--- config.mk ---
export PLATFORM = sky130hd
export DESIGN_NAME = alu_exec_unit
export DESIGN_NICKNAME = d
export VERILOG_FILES = /design/src/rtl/alu_pkg.sv /design/src/rtl/alu_op_decode.sv /design/src/rtl/alu_exec_unit.sv
export SDC_FILE = /design/constraint.sdc
export NUM_CORES = 1
export LEC_CHECK = 0
export CAP_MARGIN = 20
export CORE_ASPECT_RATIO = 1.2
export CORE_UTILIZATION = 55
export CTS_BUF_LIST = sky130_fd_sc_hd__clkbuf_16
export DETAILED_ROUTE_END_ITERATION = 16
export GPL_ROUTABILITY_DRIVEN = 0
export PLACE_DENSITY = 0.77
export SKIP_LAST_GASP = 1
export SLEW_MARGIN = 5
export SYNTH_ARGS = -nofsm -noshare
export SYNTH_HDL_FRONTEND = slang
export SYNTH_SLANG_ARGS = --single-unit
export TNS_END_PERCENT = 100
--- constraint.sdc ---
create_clock -name clk -period 5.8 [get_ports clk]
set_input_delay 1.16 -clock clk [delete_from_list [all_inputs] [get_ports clk]]
set_output_delay 1.16 -clock clk [all_outputs]
set_load 0.05 [all_outputs]
--- src/rtl/alu_pkg.sv ---
// Shared op codes, FSM state encoding and small helpers for the ALU execution unit.
package alu_pkg;

    typedef enum logic [3:0] {
        OP_ADD  = 4'b0000,
        OP_SUB  = 4'b0001,
        OP_MUL  = 4'b0010,
        OP_AND  = 4'b0011,
        OP_OR   = 4'b0100,
        OP_XOR  = 4'b0101,
        OP_DIVU = 4'b0110,
        OP_REMU = 4'b0111
    } alu_opcode_e;

    typedef enum logic [1:0] {
        IDLE = 2'd0,
        ITER = 2'd1,
        DONE = 2'd2
    } alu_state_e;

    localparam logic [1:0] CLASS_LS = 2'b00;
    localparam logic [1:0] CLASS_BR = 2'b01;
    localparam logic [1:0] CLASS_R  = 2'b10;
    localparam logic [1:0] CLASS_I  = 2'b11;

    function automatic logic is_iterative(input alu_opcode_e op);
        return (op == OP_MUL) || (op == OP_DIVU) || (op == OP_REMU);
    endfunction

endpackage

--- src/rtl/alu_op_decode.sv ---
// Combinational decode of {alu_op, funct7, funct3} into an internal op code.
// DIVU/REMU decode only when ALU_EXEC_DIV_EN is defined; otherwise they fall back to ADD.
module alu_op_decode
    import alu_pkg::*;
(
    input  logic [1:0]  alu_op,
    input  logic [2:0]  funct3,
    input  logic [6:0]  funct7,
    output alu_opcode_e op
);

    always_comb begin
        op = OP_ADD;
        case (alu_op)
            CLASS_LS: op = OP_ADD;
            CLASS_BR: op = OP_SUB;
            CLASS_I:  op = (funct3 == 3'b001) ? OP_SUB : OP_ADD;
            CLASS_R: begin
                case ({funct7, funct3})
                    10'b0000000_000: op = OP_ADD;
                    10'b0100000_000: op = OP_SUB;
                    10'b0000001_000: op = OP_MUL;
                    10'b0000000_100: op = OP_XOR;
                    10'b0000000_110: op = OP_OR;
                    10'b0000000_111: op = OP_AND;
`ifdef ALU_EXEC_DIV_EN
                    10'b0000001_101: op = OP_DIVU;
                    10'b0000001_111: op = OP_REMU;
`endif
                    default:         op = OP_ADD;
                endcase
            end
            default:  op = OP_ADD;
        endcase
    end

endmodule

--- src/rtl/alu_exec_unit.sv ---
// ALU execution unit: single-cycle logic/add/sub plus bit-serial shift-add multiply.
// Restoring divide (DIVU/REMU) is built only when ALU_EXEC_DIV_EN is defined.
//
// state | meaning
// IDLE  | in_ready high, waiting for an operation
// ITER  | one multiply/divide bit per cycle, busy high
// DONE  | result held with out_valid until out_ready
module alu_exec_unit
    import alu_pkg::*;
#(
    parameter int XLEN = 32
) (
    input  logic            clk,
    input  logic            reset,
    input  logic            in_valid,
    output logic            in_ready,
    input  logic [1:0]      alu_op,
    input  logic [2:0]      funct3,
    input  logic [6:0]      funct7,
    input  logic [XLEN-1:0] op_a,
    input  logic [XLEN-1:0] op_b,
    output logic            out_valid,
    input  logic            out_ready,
    output logic [XLEN-1:0] result,
    output logic            busy
);

    localparam int CW = $clog2(XLEN);

    alu_state_e      state_q, state_d;
    alu_opcode_e     op_q, op_d, dec_op;
    logic [XLEN-1:0] a_q, a_d, b_q, b_d, acc_q, acc_d, result_q, result_d;
    logic [XLEN-1:0] single_res;
    logic [CW-1:0]   cnt_q, cnt_d;
`ifdef ALU_EXEC_DIV_EN
    logic [XLEN:0]   rem_sh;
    logic            div_ok;
`endif

    alu_op_decode u_dec (
        .alu_op (alu_op),
        .funct3 (funct3),
        .funct7 (funct7),
        .op     (dec_op)
    );

    always_comb begin
        case (dec_op)
            OP_SUB:  single_res = op_a - op_b;
            OP_AND:  single_res = op_a & op_b;
            OP_OR:   single_res = op_a | op_b;
            OP_XOR:  single_res = op_a ^ op_b;
            default: single_res = op_a + op_b;
        endcase
    end

    // a_q: multiplicand / dividend-then-quotient; b_q: multiplier / divisor; acc_q: product / remainder
    always_comb begin
        state_d  = state_q;
        op_d     = op_q;
        a_d      = a_q;
        b_d      = b_q;
        acc_d    = acc_q;
        cnt_d    = cnt_q;
        result_d = result_q;
`ifdef ALU_EXEC_DIV_EN
        rem_sh   = {acc_q, a_q[XLEN-1]};
        div_ok   = rem_sh >= {1'b0, b_q};
`endif
        case (state_q)
            IDLE: begin
                if (in_valid) begin
                    op_d  = dec_op;
                    a_d   = op_a;
                    b_d   = op_b;
                    acc_d = '0;
                    cnt_d = CW'(XLEN - 1);
                    if (is_iterative(dec_op)) begin
                        state_d = ITER;
                    end else begin
                        result_d = single_res;
                        state_d  = DONE;
                    end
                end
            end
            ITER: begin
                acc_d = acc_q + (b_q[0] ? a_q : '0);
                a_d   = a_q << 1;
                b_d   = b_q >> 1;
`ifdef ALU_EXEC_DIV_EN
                if (op_q == OP_DIVU || op_q == OP_REMU) begin
                    acc_d = div_ok ? (rem_sh[XLEN-1:0] - b_q) : rem_sh[XLEN-1:0];
                    a_d   = {a_q[XLEN-2:0], div_ok};
                    b_d   = b_q;
                end
`endif
                cnt_d = cnt_q - CW'(1);
                if (cnt_q == '0) begin
                    state_d  = DONE;
                    result_d = acc_d;
`ifdef ALU_EXEC_DIV_EN
                    if (op_q == OP_DIVU) result_d = a_d;
`endif
                end
            end
            DONE: begin
                if (out_ready) state_d = IDLE;
            end
            default: state_d = IDLE;
        endcase
    end

    always_ff @(posedge clk) begin
        if (reset) begin
            state_q  <= IDLE;
            op_q     <= OP_ADD;
            a_q      <= '0;
            b_q      <= '0;
            acc_q    <= '0;
            cnt_q    <= '0;
            result_q <= '0;
        end else begin
            state_q  <= state_d;
            op_q     <= op_d;
            a_q      <= a_d;
            b_q      <= b_d;
            acc_q    <= acc_d;
            cnt_q    <= cnt_d;
            result_q <= result_d;
        end
    end

    assign in_ready  = (state_q == IDLE);
    assign out_valid = (state_q == DONE);
    assign busy      = (state_q == ITER);
    assign result    = result_q;

endmodule

==> results of run 1 <==
[worst register-to-register path: cells and delay by family (launching register included)]
family	cells	cell delay (ps)
AND/OR/NAND/NOR	2	380
AO/OA/AOI/OAI	8	2400
adder cells (fa/ha/maj)	2	690
flip-flops	1	610
[stage by stage]
step,worst slack (ps),cell area (um2),hold slack (ps),instances,total power [uW]
floorplan,396,11500,441,1535,1710
global placement,-48.2,13100,441,1882,2070
detailed placement,-129,13100,446,1882,2090
CTS,261,13700,456,1913,3200
global route,10.0,13700,484,1913,3350
finish,348,13700,453,1913,3210
[flip-flops by register name, indices dropped and copies added (netlist names)]
| signal | count |
|---|---|
| acc_q | 32 |
| a_q | 32 |
| state_q | 2 |
| b_q | 32 |
| cnt_q | 5 |
| result | 32 |
[path summary, 6_finish.rpt]
path         cells past startpoint    endpoint  slack [ps]
max reg2reg                     12  result[26]        1620
min                              2   result[3]         450
max                             19  result[30]         350
min reg2reg                      2   result[3]         450
[cell families after synthesis]
kind of cell,count (synthesis),share of synthesized area (%)
flops,135,23.6
xor+xnor,78,5.97
mux,4,0.350
fa+ha+maj,131,14.4
compound gates,457,28.0
simple gates,549,21.7
buf+inv,181,5.98
[cell usage in the layout (no fill, tap or decap), drive strengths merged, types with 7 or more instances in the layout]
| master | instances |
|---|---|
| a31o | 7 |
| a31oi | 20 |
| nor4 | 9 |
| nand2b | 15 |
| nand2 | 207 |
| nor2 | 168 |
| inv | 83 |
| xor2 | 21 |
| nor3 | 25 |
| o22ai | 7 |
| a221oi | 17 |
| clkbuf | 17 |
| o211ai | 24 |
| a211oi | 19 |
| a311oi | 71 |
| a21oi | 97 |
| o21bai | 10 |
| dfxtp | 135 |
| a22oi | 26 |
| o31ai | 9 |
| nand4 | 11 |
| o21a | 9 |
| a211o | 8 |
| xnor2 | 57 |
| and2 | 40 |
| o21ai | 70 |
| nor2b | 11 |
| ha | 129 |
| buf | 69 |
| nand3b | 7 |
| nand3 | 24 |
| clkdlybuf4s50 | 113 |
| or3 | 10 |
| and3 | 7 |
| a21o | 22 |
[cell type report]
type                            count  area [um2]  share of cell area (%)
Multi-Input combinational cell   1219        8110                    59.2
Sequential cell                   135        2700                    19.7
Timing Repair Buffer              182        1660                    12.1
Clock buffer                       17         425                    3.11
Tap cell                          265         332                    2.42
Inverter                           81         305                    2.23
Clock inverter                     14         161                    1.18
[what timing repair did]
item / CTS / global route
gates resized for setup: 0 / 2
endpoints found under the setup margin: 0 / 3
hold buffers: 0 / 0
hold endpoints to repair: 0 / 0
[power groups by stage]
stage	sequential (uW)	combinational, uW	clock (uW)
2_1_floorplan	1150	553	0
3_3_place_gp	1070	1000	0
3_5_place_dp	1070	1020	0
4_1_cts	1050	1030	1120
5_1_grt	1060	1130	1160
6_report	1050	1050	1120
[metal layers]
layer | part of all wire [%] | vias to the layer above | GRT usage, % | routed length, um
met3 | 7.3 | 98 | 5.56 | 2510
li1 | - | 5739 | - | -
met2 | 45 | 491 | 51.6 | 15600
met4 | 3.0 | 0 | 13.1 | 1050
met5 | 0 | - | 0 | 0
met1 | 45 | 5614 | 43.0 | 15400
==> metrics.cfg, run 1 <==
[sta]
fin_crit_sh_pct = 94.0
tns_ps = 0
maxSlewHeadroom_pct = 38.8
finalSetupViolCount = 0
fin_worst_skew_ps = 8.79
fmax_ghz = 0.183
slew_viol_final = 0
grt_setup_unrepaired = false
finalCriticalPeriod_ps = 5450
worst_pin_slew_ps = 916
finalHoldViolations = 0

[power_and_ir_drop]
internal_power_uw = 2100
p_seq_share_pct = 32.7
switching_power_uw = 1110
p_clk_share_pct = 34.8
vdd_ir_drop_max_mv = 0.213
p_leak_uw = 0.00591
pwr-share-comb_pct = 32.6
power_density_nw_per_um2 = 234
swShare_pct = 34.6

[final_layout]
utilization_pct = 67.4
layout-drive-gt1-share_pct = 7.52
num-fill-cells = 1780
nets = 1847
diodes = 0
syn_to_final_growth_pct = 19.6

[synthesis]
synth_edf_count = 0
synthArstFlopShare_pct = 0
ys_top_cells_by_area = dfxtp_1 (24%), ha_1 (14%), nand2_1 (6.8%)
synth_fp_nets = 1746
synth_top_area_share_pct = 23.6
netlist_top_cells_count = nand2_1 (207), nor2_1 (168), dfxtp_1 (135)
syn_area_um2 = 11500
synth-seq-cells = 135
yosysWarnings = 0
yosysTopAreaCell = dfxtp_1
yosysMostFrequentCell = nand2_1
yosysSeqAreaShare_pct = 23.6
synth_cell_types = 68
synth_flop_cell = dfxtp_1
syn_inst = 1535
avgSynthCellArea_um2 = 7.46

[placement]
hpwl_mm = 25.3
port_buffers = 114

[setup_path]
slowest_stage = a2111oi_0
worstSetupPathType = input pin to flip-flop
timing.rr.start = b_q[0]
startpoint = funct7[2]
end_kind = flip-flop
critPathLaunchType = input pin
cp_cell_sequence = clkdlybuf4s50_1 > nor4_1 > nand2_1 > o41a_1 > or3_1 > buf_4 > nand2_1 > o21ai_0 > buf_4 > fa_1 > nand2b_1 > a21oi_1 > o311ai_1 > nand4_1 > a31oi_1 > o21ai_0 > mux2i_1 > a2111oi_0 > a311oi_1
path_max_fanout = 13
arrival_ps = 5740
slowest_delay_ps = 440
path_buf_inv = 3
cpLargestDelayFamily = compound AO/OA/AOI/OAI gates
cp.required_ps = 6090

[route]
vias_per_cell = 6.24
wirelength_mm = 34.6
wl_per_cell_um = 18.1
postRouteAntennaNets = 0
post-route-drc-count = 0
drt_iter0_drc = 1165
route.vias.total = 11942
firstDrtPassIters = 6

[cts]
clk_latency_ps = 430
numCtsBuffers = 17
cts_tree = yes
path_clk_slew_ps = 60
cts-root-buf = clkbuf_16
cts.sinks = 135
cts_setup_buffers = 0
clockBufferDepth = 2
htree_levels = 4

[floorplanning]
floorplan.initialDensity_pct = 56.3
dieArea_um2 = 21400
rows = 57
coreArea_um2 = 20300
die_w_um = 134
ioPinCount = 115
die_h_um = 160

[global_route]
antenna_found_initial = 0
grt_pass1_vias = 11172
overflow = 0
track_usage_pct = 32.4
grt_max_degree = 110
grt_pass1_wl_mm = 55.7

[run]
drv_cap = 0

[worst_hold_path]
hold_start = result[3]
hold_path_class = flip-flop to flip-flop

[outcome]
run_status = finished, final reports clean

No activity file was read; power rests on OpenSTA's default activity.
==> inputs of run 2 (changes only) <==
==> constraint.sdc (replaced) <==
create_clock -name clk -period 5.8 [get_ports clk]
set_input_delay 1.16 -clock clk [delete_from_list [all_inputs] [get_ports clk]]
set_output_delay 1.16 -clock clk [all_outputs]
set_load 0.02 [all_outputs]
==> run 2 against run 1 <==
Compared with the run above: die area did not move; clock skew is essentially flat; critical endpoint is now result[26]; combinational power fell by 7%; flip-flop and latch count is the same; critical path depth unchanged; design area is essentially flat; maximum frequency shrank 0.70%; sequential share of layout area is essentially flat.
==> metrics.cfg, run 2 (synthesis results as in run 1) <==
[global_route]
grt_max_degree = 108  ; -1.8%
grt_pass1_vias = 10939  ; -2.1%
overflow = 0  ; unchanged
track_usage_pct = 31.9  ; -0.43 points
antenna_found_initial = 0  ; unchanged
grt_pass1_wl_mm = 54.9  ; -1.4%

[floorplanning]
coreArea_um2 = 20300  ; unchanged
ioPinCount = 115  ; unchanged
die_h_um = 160  ; unchanged
dieArea_um2 = 21400  ; unchanged
rows = 57  ; unchanged
floorplan.initialDensity_pct = 56.3  ; unchanged
die_w_um = 134  ; unchanged

[final_layout]
layout-drive-gt1-share_pct = 7.64  ; +0.12 points
utilization_pct = 67.4  ; about the same
nets = 1847  ; unchanged
final_cells = 1914  ; +0.052%
fin_area_um2 = 13700  ; about the same
final_cell_mix = nand2_1 (207), nor2_1 (167), dfxtp_1 (135)
syn_to_final_growth_pct = 19.7  ; about the same
diodes = 0  ; unchanged
final_common_cell = nand2_1

[placement]
port_buffers = 114  ; unchanged
placed_cells = 1882  ; unchanged
hpwl_mm = 25.0  ; -1.2%
place_area_um2 = 13100  ; unchanged

[cts]
cts_tree = yes
clockBufferDepth = 2  ; unchanged
cts.sinks = 135  ; unchanged
path_clk_slew_ps = 70  ; about the same
holdBufCountCts = 0  ; unchanged
cts-root-buf = clkbuf_16
htree_levels = 4  ; unchanged
numCtsBuffers = 17  ; unchanged
clk_latency_ps = 430  ; about the same

[sta]
fin_crit_sh_pct = 94.7  ; +0.67 points
worst_pin_slew_ps = 920  ; +3.32 ps
slew_viol_final = 0  ; unchanged
grt_setup_unrepaired = false
tns_ps = 0  ; unchanged
hold_ws_ps = 455  ; +1.97 ps
maxSlewHeadroom_pct = 38.6  ; -0.22 points
fmax_ghz = 0.182  ; -0.70%
finalSetupViolCount = 0  ; unchanged
finalHoldViolations = 0  ; unchanged
finalCriticalPeriod_ps = 5490  ; +38.6 ps
fin_worst_skew_ps = 9.17  ; +0.373 ps

[route]
firstDrtPassIters = 6  ; unchanged
postRouteAntennaNets = 0  ; unchanged
drt_iter0_drc = 1307  ; +12%
wirelength_mm = 34.2  ; -0.93%
wl_per_cell_um = 17.9  ; -0.99%
vias_per_cell = 6.21  ; -0.45%
route.vias.total = 11894  ; -0.40%
post-route-drc-count = 0  ; unchanged

[setup_path]
cp.required_ps = 6120  ; +30 ps
worstSetupPathType = input pin to flip-flop
end_kind = flip-flop
critPathLaunchType = input pin
path_max_fanout = 13  ; unchanged
arrival_ps = 5810  ; +70 ps

[worst_hold_path]
hold_path_class = flip-flop to flip-flop

[power_and_ir_drop]
p_leak_uw = 0.00592  ; about the same
power_density_nw_per_um2 = 230  ; -2.0%
vdd_ir_drop_max_mv = 0.220  ; +2.9%

[run]
drv_cap = 0  ; unchanged

[outcome]
run_status = finished, final reports clean

==> run 2: cell types whose count changed in the layout (fill, tap and decap cells not counted) <==
cell / previous run / this run
clkinv_4: 2 / 5
a2111oi_1: 1 / 2
clkinv_2: 4 / 1
inv_6: 1 / 3
clkinvlp_4: 3 / 2
a2111oi_0: 3 / 2
inv_1: 82 / 81
bufinv_16: 3 / 2
inv_8: 0 / 2
==> run 2: final timing paths <==
check,slack (ps),end,start,depth (start not counted)
worst max register to register,1560,result[26],b_q[0],12
worst min register to register,450,result[9],result[9],2
worst max-delay path,310,result[26],funct7[2],19
worst min-delay path,450,result[9],result[9],2
==> run 2: final cells by class <==
| cell class | count | area [um2] |
|---|---|---|
| well taps | 265 | 332 |
| clock buffers | 17 | 425 |
| fillers | 1744 | 6620 |
| clock inverters | 15 | 171 |
| inverters | 81 | 305 |
| multi-input cells | 1219 | 8110 |
| repair buffers | 182 | 1660 |
| flip-flops and latches | 135 | 2700 |
==> run 2: report_power, final <==
| group | leakage [uW] | switching (uW) | total [uW] | internal, uW |
|---|---|---|---|---|
| Combinational | 0.00452 | 543 | 976 | 433 |
| Clock | 0.000290 | 481 | 1120 | 644 |
| Sequential | 0.00111 | 50.1 | 1050 | 999 |
==> run 2: stage by stage <==
stage | worst slack (ps) | power, uW
after CTS | 212 | 3140
final | 310 | 3150
after global routing | 16.0 | 3290
after detailed placement | -164 | 2010
after global placement | -57.9 | 2000
after floorplan | 396 | 1640
==> run 2: critical path, cell delays in order <==
cell and delay (ps):
clkdlybuf4s50_1 390, nor4_1 370, nand2_1 120, o41a_1 420, or3_1 350, buf_4 190, o21ai_0 250, buf_4 170
fa_1 190, nand2b_1 160, a21oi_1 120, o311ai_1 450, nand4_1 260, a31oi_1 260, buf_4 140, xnor2_1 70
a21oi_1 320, a2111oi_2 80, a311o_1 330
==> run 2: metal layers <==
layer	wire length [um]	track usage (%)	up-vias
met5	0	0	-
met3	2860	6.19	76
li1	-	-	5736
met2	15400	50.9	537
met1	15000	42.3	5545
met4	958	12.0	0
==> run 2: repair_timing <==
action / 4_1_cts / 5_1_grt
buffers inserted: 0 / 0
setup endpoints to repair: 0 / 4
gates resized for setup: 0 / 3
==> inputs of run 3 (changes only) <==
==> constraint.sdc (replaced) <==
create_clock -name clk -period 6.6 [get_ports clk]
set_input_delay 1.32 -clock clk [delete_from_list [all_inputs] [get_ports clk]]
set_output_delay 1.32 -clock clk [all_outputs]
set_load 0.02 [all_outputs]
==> run 3 against run 2 <==
Compared with the run above: global-route usage decreased by 0.71 points; sequential share of layout area increased by 0.66 points; final cell count decreased by 2.7%; flip-flop and latch count unchanged; hold slack got worse by 1.0 ps; highest routed layer is now met5.
==> metrics.cfg, run 3 (synthesis results as in run 1) <==
[outcome]
run_status = finished, final reports clean

[sta]
finalCriticalPeriod_ps = 6020
worst_pin_slew_ps = 878  ; -41.1 ps
maxSlewHeadroom_pct = 41.4  ; +2.7 points
slew_viol_final = 0  ; unchanged
fin_worst_skew_ps = 16.7  ; +7.50 ps
grt_setup_unrepaired = false
fmax_ghz = 0.166
finalSetupViolCount = 0  ; unchanged
fin_crit_sh_pct = 91.2
finalHoldViolations = 0  ; unchanged
tns_ps = 0  ; unchanged

[final_layout]
final_cell_mix = nand2_1 (207), nor2_1 (167), dfxtp_1 (135)
utilization_pct = 65.3  ; -2.2 points
layout-drive-gt1-share_pct = 4.51  ; -3.1 points
final_common_cell = nand2_1
nets = 1795  ; -2.8%
syn_to_final_growth_pct = 15.9
diodes = 0  ; unchanged
fin_area_um2 = 13300  ; -3.2%

[setup_path]
rrSetupSlack_ps = 2430  ; +870 ps
timing.rr.start = b_q[0]
worstSetupPathType = input pin to flip-flop
slowest_delay_ps = 630  ; +180 ps
cp.required_ps = 6880  ; +760 ps
r2r-end = result[26]
cp_cell_sequence = clkdlybuf4s50_1 > nor4_1 > nand2_1 > o41a_1 > or3_1 > o21ai_0 > fa_1 > nand2b_1 > a21oi_1 > o311ai_0 > nand4_1 > a31oi_1 > o21ai_0 > mux2i_1 > a2111oi_0 > a311oi_1
startpoint = funct7[1]
end_kind = flip-flop
cp_common_cell = o21ai_0
rr_worst_depth = 12  ; unchanged
path_max_fanout = 16  ; +3
arrival_ps = 6300  ; +490 ps
critPathLaunchType = input pin
slowest_stage = or3_1

[route]
post-route-drc-count = 0  ; unchanged
wl_per_cell_um = 17.9  ; about the same
postRouteAntennaNets = 0  ; unchanged
route.vias.total = 11519  ; -3.2%
vias_per_cell = 6.19  ; -0.45%
drt_iter0_drc = 1141  ; -13%
m1WireLength_mm = 15.0  ; +0.17%
routed.top_layer = met5
firstDrtPassIters = 6  ; unchanged
met3WireLength_mm = 2.42  ; -15%
dr_wl_met2_mm = 14.9  ; -3.0%
wirelength_mm = 33.3  ; -2.7%

[power_and_ir_drop]
power_density_nw_per_um2 = 201  ; -12%
p_leak_uw = 0.00564  ; -4.7%
vdd_ir_drop_max_mv = 0.197  ; -10%

[floorplanning]
floorplan.initialDensity_pct = 56.3  ; unchanged
rows = 57  ; unchanged
ioPinCount = 115  ; unchanged
die_h_um = 160  ; unchanged
coreArea_um2 = 20300  ; unchanged
dieArea_um2 = 21400  ; unchanged
die_w_um = 134  ; unchanged

[cts]
holdBufCountCts = 0  ; unchanged
clockBufferDepth = 2  ; unchanged
cts.sinks = 135  ; unchanged
cts.repair.resized = 0  ; unchanged
cts-root-buf = clkbuf_16
numCtsBuffers = 17  ; unchanged
path_clk_slew_ps = 70  ; about the same
cts_tree = yes
cts_setup_buffers = 0  ; unchanged
htree_levels = 4  ; unchanged
clk_latency_ps = 440  ; about the same

[worst_hold_path]
hold_path_class = flip-flop to flip-flop
hold_depth = 2  ; unchanged
holdPathEnd = result[14]
hold_start = result[14]

[global_route]
antenna_found_initial = 1  ; +1
track_usage_pct = 31.2  ; -0.71 points
overflow = 0  ; unchanged
grt_pass1_vias = 10695  ; -2.2%
grt_pass1_wl_mm = 53.8  ; -2.0%
grt_max_degree = 77  ; -29%

[run]
drv_cap = 0  ; unchanged

[placement]
place_area_um2 = 12700  ; -3.1%
hpwl_mm = 24.5  ; -1.9%
port_buffers = 114  ; unchanged

run 3: cell types whose count changed in the layout (fill, tap and decap cells not counted), moves of 2 or more:
cell      previous run  this run
buf_4               68        17
clkinv_1             0         2
clkinv_4             5         1
inv_6                3         7
run 3: worst max-delay path, delay by kind of cell:
family / cells / cell delay (ps)
AND/OR/NAND/NOR: 5 / 1610
adder cells (fa/ha/maj): 1 / 250
buffers and inverters: 1 / 410
AO/OA/AOI/OAI: 8 / 2540
multiplexers: 1 / 150
run 3: worst max-delay path by stage:
| stage | end | slack [ps] | cells past startpoint |
|---|---|---|---|
| 3_3_place_gp | result[31] | 330 | 16 |
| 5_1_grt | result[31] | 30 | 17 |
| 6_report | result[30] | 580 | 16 |
| 3_5_place_dp | result[31] | 240 | 17 |
| 4_1_cts | result[31] | 650 | 17 |
| 2_1_floorplan | result[31] | 1040 | 19 |
run 3: where the power goes:
part / total [uW] / switching (uW) / internal [uW]
combinational: 799 / 464 / 336
clock: 948 / 421 / 527
sequential: 922 / 43.9 / 878
total: 2670 / 928 / 1740
run 3: area by class of cell:
cell class                 instances  area [um2]
sequential                       135        2700
multi-input combinational       1219        8100
timing repair buffer             130        1260
tap                              265         332
fill                            1839        7060
clock buffer                      17         425
clock inverter                    15         141
inverter                          81         305
run 3: per-layer routing:
layer  vias to the layer above  global-route usage (%)
met3                        67                    5.02
met1                      5379                    42.4
met4                         2                    12.9
met2                       448                    48.8
met5                         -                       0
li1                       5623                       -
run 3: per-stage QoR:
step                      power (uW)  worst slack, ps  hold WS (ps)  cells
final                           2670              584           454   1862
after floorplan                 1440             1040           441   1535
after detailed placement        1720              241           448   1830
after global placement          1700              331           438   1830
after global routing            2800             30.2           478   1862
after CTS                       2660              645           457   1862
==> RTL change: new RTL, config.mk and constraints of run 3 <==
Remove the case item `OP_SUB` of the case on `dec_op`.
--- a/src/rtl/alu_exec_unit.sv
+++ b/src/rtl/alu_exec_unit.sv
@@ -47,5 +47,4 @@
     always_comb begin
         case (dec_op)
-            OP_SUB:  single_res = op_a - op_b;
             OP_AND:  single_res = op_a & op_b;
             OP_OR:   single_res = op_a | op_b;
Behaviour: not the same (Yosys sat finds a counterexample within 4 cycles, from zero or initial values and one cycle with reset high).
==> RTL change against run 3 <==
Synthesized area down 7.1%. Total power down 9.0%. Highest routed layer is now met4. Setup slack better by 1.5 ns. First-iteration DRC count up 0.44%. Largest power group unchanged. Final area down 7.4%. Sequential cell count unchanged. Sequential share of layout area up 1.6 points. Worst hold slack better by 0.0024 ns. Routed wire length down 6.1%.
==> RTL change: results (changes against run 3) <==
STA
  • Period Utilization, post-route: 68.1% (-23 points)
  • Clock Skew: 0.00897 ns (-0.00770 ns)
  • Slew headroom: 29.1% (-12 points)

Layout
  • Fillers: 1,680 (-8.6%)
  • Share of cells above drive strength 1: 4.50% (-0.0058 points)
  • N_diodes: 0 (unchanged)

Global route
  • First-pass GRT wire length: 50,600 um (-6.1%)
  • Pin count of the biggest net entering global routing: 89 (+16%)
  • Vias in the first global route: 9,896 (-7.5%)
  • GRT Util Overall: 32.2% (+0.99 points)
  • Antenna violations before repair: 0 (-1)

Drt
  • DR vias: 10.7k (-7.1%)
  • Vias per cell: 6.14 (-0.80%)
  • Number of DRC markers in iteration 0: 1,146 (+0.44%)
  • 1st-pass router iterations: 6 (unchanged)
  • Final wirelength: 31,300 um (-6.1%)

Setup path
  • R2R cell count: 12 (unchanged)
  • R2R setup slack: 2.49 ns (+0.06 ns)
  • Worst r2r src: b_q[0]$_SDFFE_PP0P_
  • Crit path DAT: 4.78 ns (-1.52 ns)
  • Crit path max fanout: 37 (+21)
  • RR Endpoint: result[28]$_SDFFE_PP0P_

Yosys
  • Syn nets: 1,610 (-7.8%)
  • Most frequent cells after synthesis: nand2_1 (222), nor2_1 (155), dfxtp_1 (135)
  • Proportion of synthesized area in mux cells: 0.282% (-0.067 points)
  • Number of synthesized flops with an enable pin: 0 (unchanged)
  • Count of cell types in the netlist: 83 (+22%)
  • Synth top area cells: dfxtp_1 (25%), ha_1 (11%), nand2_1 (7.8%), nor2_1 (5.5%), a311oi_1 (5.4%)
  • Xor-xnor portion of the synthesized cell area: 4.53% (-1.4 points)
  • Post-synthesis compound-gate area fraction: 29.3% (+1.3 points)
  • Register area share after synthesis: 25.4% (+1.8 points)
  • Synth Area per Inst: 7.43 um2 (-0.40%)
  • Post-Synth Adder-Cell Area: 11.8% (-2.7 points)

Place
  • Dpl ws: 1.73 ns (+1.48 ns)
  • Port bufs: 114 (unchanged)
  • Post-detail-place hpwl: 22,500 um (-8.1%)
  • Dpl cells: 1,712 (-6.4%)

Power and ir drop
  • Worst ir drop on vdd: 204 uV (+3.6%)
  • Leakage power: 5.30 nW (-6.0%)
  • Switching share of power: 31.3% (-3.5 points)

Min path
  • Class of the worst hold path: flop to flop
  • Hold path depth: 2 (unchanged)
  • Hold Crit Start: acc_q[5]$_SDFFE_PP0P_
  • Hold Path End: acc_q[5]$_SDFFE_PP0P_

Clock network
  • Clk pin slew, worst setup/hold paths: 0.06 ns
  • CTS Root Buffer Type: clkbuf_16
  • Num CTS Buffers: 17 (unchanged)

Status
  • Status: completed
-- RTL change: cells by family (layout without fill, tap and decap cells) --
family / after synthesis / count (layout)
xor gates and xnor gates: 55 / 55
AOI/OAI and AO/OA: 448 / 448
adders and majority gates: 99 / 99
buffers and inverters: 181 / 238
muxes: 3 / 3
DFF: 135 / 135
and+or+nand+nor: 510 / 510
-- RTL change: area by class of cell --
type | count | area share (%)
clock buffer | 17 | 3.46
clock inverter | 15 | 1.12
inverter | 81 | 2.48
multi-input combinational | 1115 | 58.4
sequential | 135 | 22.0
tap | 256 | 2.61
timing repair buffer | 125 | 9.94
-- RTL change: through the flow --
step | hold WS [ns] | area [um2]
finish | 0.456 | 12300
global route | 0.485 | 12300
CTS | 0.458 | 12300
detailed placement | 0.450 | 11700
global placement | 0.445 | 11700
floorplan | 0.436 | 10600
-- RTL change: worst max-delay path, cell delays in order --
cell and delay [ns]:
clkdlybuf4s50_1 0.64, xnor2_1 0.10, o31a_2 0.32, o31a_1 0.25
buf_4 0.25, o211ai_2 0.26, nand3_2 0.68, nor2_1 0.52
nand2_1 0.10, a221oi_1 0.24, nor4_1 0.08
-- RTL change: worst max-delay path by stage --
stage,startpoint,to,depth (start not counted)
3_3_place_gp,alu_op[1],result[29]$_SDFFE_PP0P_,11
2_1_floorplan,op_a[14],result[29]$_SDFFE_PP0P_,12
5_1_grt,funct7[3],result[29]$_SDFFE_PP0P_,11
4_1_cts,funct7[5],result[29]$_SDFFE_PP0P_,11
3_5_place_dp,funct7[5],result[29]$_SDFFE_PP0P_,11
6_report,funct7[5],result[29]$_SDFFE_PP0P_,11
-- RTL change: power groups by stage --
stage	combinational [mW]	sequential, mW	clock, mW
6_report	0.577	0.919	0.934
5_1_grt	0.631	0.925	0.976
4_1_cts	0.568	0.918	0.935
3_5_place_dp	0.564	0.936	0
3_3_place_gp	0.555	0.935	0
2_1_floorplan	0.357	0.941	0
-- RTL change: metal layers --
layer	global-route usage, %	vias to the layer above	share of wire (%)
met5	0	-	0
met4	13.7	0	3.6
met3	4.77	73	7.7
met2	48.9	455	44
met1	45.2	4992	45
li1	-	5183	-
